File: config.mk
export PLATFORM = sky130hd
export DESIGN_NAME = memory_arbiter
export DESIGN_NICKNAME = d
export VERILOG_FILES = /design/src/rtl/memory_arbiter_pkg.sv /design/src/rtl/memory_timeout.sv /design/src/rtl/memory_arbiter.sv
export SDC_FILE = /design/constraint.sdc
export NUM_CORES = 1
export LEC_CHECK = 0
export ABC_AREA = 1
export CORE_AREA = 2 2 123 125
export DETAILED_ROUTE_END_ITERATION = 16
export DIE_AREA = 0 0 125 127
export GPL_TIMING_DRIVEN = 0
export SLEW_MARGIN = 10
export SYNTH_ARGS = -nofsm -noshare
export SYNTH_HDL_FRONTEND = slang
export SYNTH_SLANG_ARGS = --single-unit
File: constraint.sdc
create_clock -name clock -period 1.93 [get_ports clock]
set_input_delay 0.386 -clock clock [delete_from_list [all_inputs] [get_ports clock]]
set_output_delay 0.386 -clock clock [all_outputs]
set_load 0.005 [all_outputs]
File: src/rtl/memory_arbiter_pkg.sv
// Shared configuration for the two-requester memory arbiter:
// arbiter state encoding and the default watchdog limit.
package memory_arbiter_pkg;

    typedef enum logic [1:0] {
        IDLE   = 2'd0,
        GRANT0 = 2'd1,
        GRANT1 = 2'd2
    } state_t;

    // Default cycles a granted transaction may wait before the watchdog completes it.
    localparam int unsigned memory_timeout_cycles = 1024;

endpackage

File: src/rtl/memory_timeout.sv
// Watchdog counter for the memory arbiter. Counts enabled cycles since the
// last clear and flags expiry on the cycle the count reaches LIMIT-1.
module memory_timeout
    import memory_arbiter_pkg::*;
#(
    parameter int unsigned LIMIT = memory_timeout_cycles
) (
    input  logic clock,
    input  logic reset,
    input  logic clear,
    input  logic enable,
    output logic expire
);

    logic [15:0] count;

    // Cycle counter; clear wins over enable so a fresh grant always starts at 0.
    always_ff @(posedge clock or negedge reset) begin
        if (!reset)
            count <= '0;
        else if (clear)
            count <= '0;
        else if (enable)
            count <= count + 16'd1;
    end

    assign expire = enable && (count == 16'(LIMIT - 1));

endmodule

File: src/rtl/memory_arbiter.sv
// Round-robin arbiter sharing one core-side memory port between two masters.
// One transaction outstanding at a time; the grant hands off directly to a
// waiting requester without an idle cycle.
// Optional watchdog (macro MEMORY_ARBITER_TIMEOUT_EN) completes transactions
// that never see memory_ready, returning rdata 0 and pulsing timeout_err.
module memory_arbiter
    import memory_arbiter_pkg::*;
#(
    parameter int unsigned TIMEOUT = memory_timeout_cycles
) (
    input  logic        clock,
    input  logic        reset,
    input  logic        req0_valid,
    input  logic        req0_instr,
    input  logic [31:0] req0_addr,
    input  logic [31:0] req0_wdata,
    input  logic [3:0]  req0_wstrb,
    output logic [31:0] req0_rdata,
    output logic        req0_ready,
    input  logic        req1_valid,
    input  logic        req1_instr,
    input  logic [31:0] req1_addr,
    input  logic [31:0] req1_wdata,
    input  logic [3:0]  req1_wstrb,
    output logic [31:0] req1_rdata,
    output logic        req1_ready,
    output logic        memory_valid,
    output logic        memory_instr,
    output logic [31:0] memory_addr,
    output logic [31:0] memory_wdata,
    output logic [3:0]  memory_wstrb,
    input  logic [31:0] memory_rdata,
    input  logic        memory_ready,
    output logic        timeout_err
);

    state_t state, state_next;
    logic   last, last_next;    // 1 = requester 1 was served most recently
    logic   granted;
    logic   done;               // current transaction completes this cycle
    logic   expire;

    assign granted = (state != IDLE);
    assign done    = granted && (memory_ready || expire);

`ifdef MEMORY_ARBITER_TIMEOUT_EN
    memory_timeout #(.LIMIT(TIMEOUT)) u_timeout (
        .clock  (clock),
        .reset  (reset),
        .clear  (!granted || done),
        .enable (granted && !memory_ready),
        .expire (expire)
    );
`else
    // Without the watchdog a transaction waits for the decoder indefinitely.
    logic unused_timeout;
    assign expire         = 1'b0;
    assign unused_timeout = ^16'(TIMEOUT);
`endif

    // State and round-robin history registers.
    always_ff @(posedge clock or negedge reset) begin
        if (!reset) begin
            state <= IDLE;
            last  <= 1'b1;
        end else begin
            state <= state_next;
            last  <= last_next;
        end
    end

    // Next-state: arbitrate from IDLE, hand off or release on completion.
    always_comb begin
        state_next = state;
        last_next  = last;
        case (state)
            IDLE: begin
                if (req0_valid && (!req1_valid || last))
                    state_next = GRANT0;
                else if (req1_valid)
                    state_next = GRANT1;
            end
            GRANT0: begin
                if (done) begin
                    last_next  = 1'b0;
                    state_next = req1_valid ? GRANT1 : IDLE;
                end
            end
            GRANT1: begin
                if (done) begin
                    last_next  = 1'b1;
                    state_next = req0_valid ? GRANT0 : IDLE;
                end
            end
            default: state_next = IDLE;
        endcase
    end

    // Forwarding mux: granted requester drives the memory port, ready/rdata
    // route back only to it; a watchdog completion withdraws memory_valid.
    always_comb begin
        memory_valid = 1'b0;
        memory_instr = 1'b0;
        memory_addr  = '0;
        memory_wdata = '0;
        memory_wstrb = '0;
        req0_ready   = 1'b0;
        req0_rdata   = '0;
        req1_ready   = 1'b0;
        req1_rdata   = '0;
        timeout_err  = expire;
        case (state)
            GRANT0: begin
                memory_valid = req0_valid && !expire;
                memory_instr = req0_instr;
                memory_addr  = req0_addr;
                memory_wdata = req0_wdata;
                memory_wstrb = req0_wstrb;
                req0_ready   = memory_ready || expire;
                req0_rdata   = expire ? '0 : memory_rdata;
            end
            GRANT1: begin
                memory_valid = req1_valid && !expire;
                memory_instr = req1_instr;
                memory_addr  = req1_addr;
                memory_wdata = req1_wdata;
                memory_wstrb = req1_wstrb;
                req1_ready   = memory_ready || expire;
                req1_rdata   = expire ? '0 : memory_rdata;
            end
            default: ;
        endcase
    end

endmodule
### After elaboration in Yosys (flattened, before gate mapping)

Index checks and enable logic that the tools add are counted.

| word-level totals | value |
|---|---|
| flip-flop bits (word level) | 3 |
| input port bits | 175 |
| output and inout bits | 137 |
| word-level logic and storage cells | 35 |

| operators by class | value |
|---|---|
| equality and inequality tests | 5 |
| multiplexer cells | 19 |
| reductions and logical operators | 9 |

Operator list:

| cell | count |
|---|---|
| $pmux W32 S2 | 2 |
| $mux W32 | 2 |
| $mux W2 | 5 |
| $pmux W4 S2 | 1 |
| $pmux W1 S2 | 3 |
| $pmux W2 S3 | 1 |
| $reduce_and A3 Y1 | 2 |
| $mux W1 | 5 |
| $ne A2 B2 Y1 const B | 2 |
| $reduce_bool A2 Y1 | 2 |
| $ne A3 B3 Y1 const B | 1 |
| $eq A2 B1 Y1 const B | 1 |
| $eq A2 B2 Y1 const B | 1 |
| $logic_and A1 B1 Y1 | 2 |
| $logic_not A2 Y1 | 1 |
| $logic_not A1 Y1 | 1 |
| $logic_or A1 B1 Y1 | 1 |

### Logic depth before layout (Yosys ltp)

| depth | value |
|---|---|
| depth in word-level cells | 5 |
| gate-level depth with buffers | 10 |
| mapped depth without buffers | 9 |

### Least setup slack after synthesis

No wires, ideal clock.

| timing path | value |
|---|---|
| path type | reg2out |
| start point | register state[0] |
| end point | output memory_wdata[24] |
| arrival time | 1.265 ns |
| required time | 1.544 ns |
| path slack | 0.279 ns |
| stages on the path, launching flop included | 6 |
| path buffers | 1 |
| cells stage by stage | dfrtp_1 inv_1 ha_1 inv_2 clkbuf_1 a21oi_1 |

| between the ends | value |
|---|---|
| longest elaborated chain between the ends | 2 |
| elaborated cells between the ends (all ways) | 3 |
| classes of those cells | eq/ne (2); mux (1) |

RTL lines:

| element | line | source |
|---|---|---|
| start, declared | memory_arbiter.sv:37 | `state_t state, state_next;` |
| start signal, assigned | memory_arbiter.sv:67 | `state <= state_next;` |
| $eq A2 B2 Y1 / $eq A2 B1 Y1 (equally long branches) | memory_arbiter.sv:112 | `case (state)` |
| $pmux W32 S2 * | memory_arbiter.sv:112 |  |
| end, declared | memory_arbiter.sv:30 | `output logic [31:0] memory_wdata,` |

Every way passes the cells marked *; elsewhere a longest branch is shown, timed or not.

### Final worst setup path

| timing path | value |
|---|---|
| start point | register state[1] |
| end point | output req1_rdata[30] |

| between the ends | value |
|---|---|
| longest elaborated chain between the ends | 2 |

RTL lines:

| element | line | source |
|---|---|---|
| $eq A2 B2 Y1 | memory_arbiter.sv:112 |  |
| $mux W32 | memory_arbiter.sv:112 |  |
| end, declared | memory_arbiter.sv:25 | `output logic [31:0] req1_rdata,` |

Every way passes these cells.

==> results.cfg <==
[synth]
ys_types = 18
ys_seq_area_share_pct = 3.97
ys_warn_count = 0
synth_ff_type = dfrtp_1
yosysTopAreaCellShare_pct = 41.4
synth.avg_cell_area_um2 = 4.61
ys_ff_latch = 3
ys_top_cells_by_count = 212 x nand2_1, 76 x inv_1, 61 x a21oi_1
synth-edff-count = 0
synth.most_common_cell = nand2_1
ys_top_cells_by_area = nand2_1 41%, a21oi_1 16%, inv_1 15%
syn-cell-area_mm2 = 0.00192
async_flop_share_pct = 100
syn_nets = 598
synth_cells = 417
yosysTopAreaCell = nand2_1

[global_route]
grt_pass1_wl_um = 21200
grt_pass1_vias = 4010
grt_remaining_overflow = 0
antenna_found_initial = 0
grt_max_degree = 11
grt.total_usage_pct = 16.5

[timing]
fmax_mhz = 473
period_needed_ns = 2.11
fin_crit_sh_pct = 110
rsz0062_at_grt = yes
setup_ws_ns = -0.184
setup_violations = 100
hold_viol = 0
final.setup.tns_ns = -10.16
slew_violations = 0
worst_clock_skew_ns = 0.00277

[placement]
hpwlAfterDp_um = 10200
place_congestion = 0.831
dp.cells = 911
portBuffers = 310
pre_cts_ws_ns = -0.639

[status]
violations = setup timing
status = finished with violations

[power]
ir_worst_vdd_v = 0.000727
p_leak_nw = 3.27
combPwrFrac_pct = 93.9
power_density_mw_per_mm2 = 1190
seqPwrFrac_pct = 1.8
p_switching_mw = 3.37
p_sw_share_pct = 44.6
p_int_mw = 4.18
clkPwrFrac_pct = 4.3

[drt]
dr.pass1.iters = 6
drtIter0Drc = 97
wl_per_cell_um = 14.7
viasPerCell = 4.02
num_vias = 3903
wirelength_met1_um = 5540
routed_wirelength_um = 14200
wl_met2_um = 7670
antenna_left = 0
met3WireLength_um = 989
drc_errors = 0
top_layer_used = met4

[cts]
clk_pin_slew_worst_paths_ns = 0.03
htreeDepth = 1
cts_root_buffer = clkbuf_16
clock-sinks = 3
cts_buffers = 3
cts_hold_buffers = 0
insertion_delay_ns = 0.22
clockBufferDepth = 2
cts_tree = done

[critical_path]
critPathLaunchType = flop
reg2reg_from = state[1]
critPathTopFamily = buffers and inverters
cp_data_required_time_ns = 1.54
crit_slowest_cell = dfrtp_1
crit_arrival_ns = 1.73
critPathBufInv = 8
critPathKind = reg -> out
crit_path_start = state[1]
cp-end-kind = output pin
cpPeakStageDelay_ns = 0.41
rrSetupSlack_ns = 0.29
cp_max_fo = 5
crit_chain = buf_6 > buf_6 > ha_4 > buf_8 > buf_6 > buf_6 > buf_12 > nand2_4 > inv_2 > buf_6
cp_common_cell = buf_6

[final_layout]
area_delta_synth_final_pct = 231
drive_gt1_share_pct = 50.7
insertedDiodeCount = 0
instances_no_fill = 971
fillers = 1498
nets = 969

[floorplanning]
initial_utilization_pct = 13.3
die_w_um = 125
ios = 312
core_mm2 = 0.0144
std_cell_rows = 44
die_area_mm2 = 0.0159
die_y_um = 127

[job]
drv_cap = 0

[min_path]
hold_class = in -> async
-- logic make-up after synthesis --
family / synth area share (%)
other cells: 0.195
flops: 3.97
compound gates: 20.7
fa+ha+maj: 3.91
buf+inv: 25.7
simple gates: 45.6
-- path summary, 6_finish.rpt --
kind / endpoint / depth (start not counted)
worst max-delay path: req1_rdata[30] / 10
worst min-delay path: state[1] / 1
worst max register to register: state[1] / 12
worst min register to register: last / 2
max in group asynchronous: last / 1
min in group clock: last / 2
-- routing by layer --
| metal | GRT usage, % | vias to the layer above |
|---|---|---|
| li1 | - | 1970 |
| met1 | 18.6 | 1727 |
| met2 | 33.7 | 202 |
| met3 | 2.72 | 4 |
| met4 | 0.654 | 0 |
| met5 | 0 | - |
-- worst register-to-register path: stages, from the launching register on --
cell,delay (ns)
dfrtp_1,0.41
buf_6,0.14
buf_6,0.11
ha_4,0.16
buf_12,0.13
buf_4,0.13
inv_1,0.07
nand2_1,0.06
nand2_1,0.07
nand2_1,0.10
inv_1,0.07
nand3_1,0.07
nand2_1,0.06
-- cell type report --
type                            instances  area [µm²]  area share (%)
Buffer                                 30         492            7.72
Clock buffer                            4        78.8            1.24
Inverter                               77         302            4.74
Multi-Input combinational cell        305        1880            29.6
Sequential cell                         3        77.6            1.22
Tap cell                              184         230            3.62
Timing Repair Buffer                  367        3290            51.7
Timing Repair inverter                  1        11.3           0.177
-- power by group through the flow --
stage | logic [mW] | clock network [mW] | registers [mW]
detailed placement | 4.47 | 0 | 0.130
floorplan | 1.96 | 0 | 0.121
global placement | 4.50 | 0 | 0.130
finish | 7.09 | 0.324 | 0.133
global route | 7.66 | 0.332 | 0.138
CTS | 6.76 | 0.330 | 0.131
-- stage by stage --
| stage | power [mW] | hold WS (ns) | utilization, % | instance area (µm²) |
|---|---|---|---|---|
| after global placement | 4.63 | 0.474 | 36.4 | 5260 |
| final | 7.55 | 0.356 | 44.1 | 6370 |
| after floorplan | 2.08 | 0.0904 | - | 1920 |
| after CTS | 7.22 | 0.361 | 42.8 | 6180 |
| after global routing | 8.13 | 0.372 | 44.1 | 6370 |
| after detailed placement | 4.60 | 0.473 | 36.4 | 5260 |
-- sequential cells by signal, summed over array words and instances, names as in the netlist --
signal  flops
state       2
last        1
-- timing repair --
item | CTS | global route
gates resized for setup | 703 | 141
pin swaps | 17 | 4
buffers inserted | 44 | 9
endpoints found under the setup margin | 136 | 135
gates cloned | 13 | 2
-- placed cells by master, fill, tap and decap left out, types with 2 or more instances in the layout --
cell type,instances
clkdlybuf4s50_1,174
nand2_1,144
buf_2,94
nand2_2,63
a21oi_2,57
inv_1,50
buf_6,48
inv_2,26
buf_8,19
clkbuf_2,19
buf_4,18
nand2_4,15
buf_12,11
clkbuf_16,11
a21oi_1,8
a21oi_4,6
ha_4,3
nor2_1,2
nand3_1,2
ha_1,2
buf_16,2
clkdlybuf4s15_2,2
clkdlybuf4s15_1,2
No activity file was read; power rests on OpenSTA's default activity.
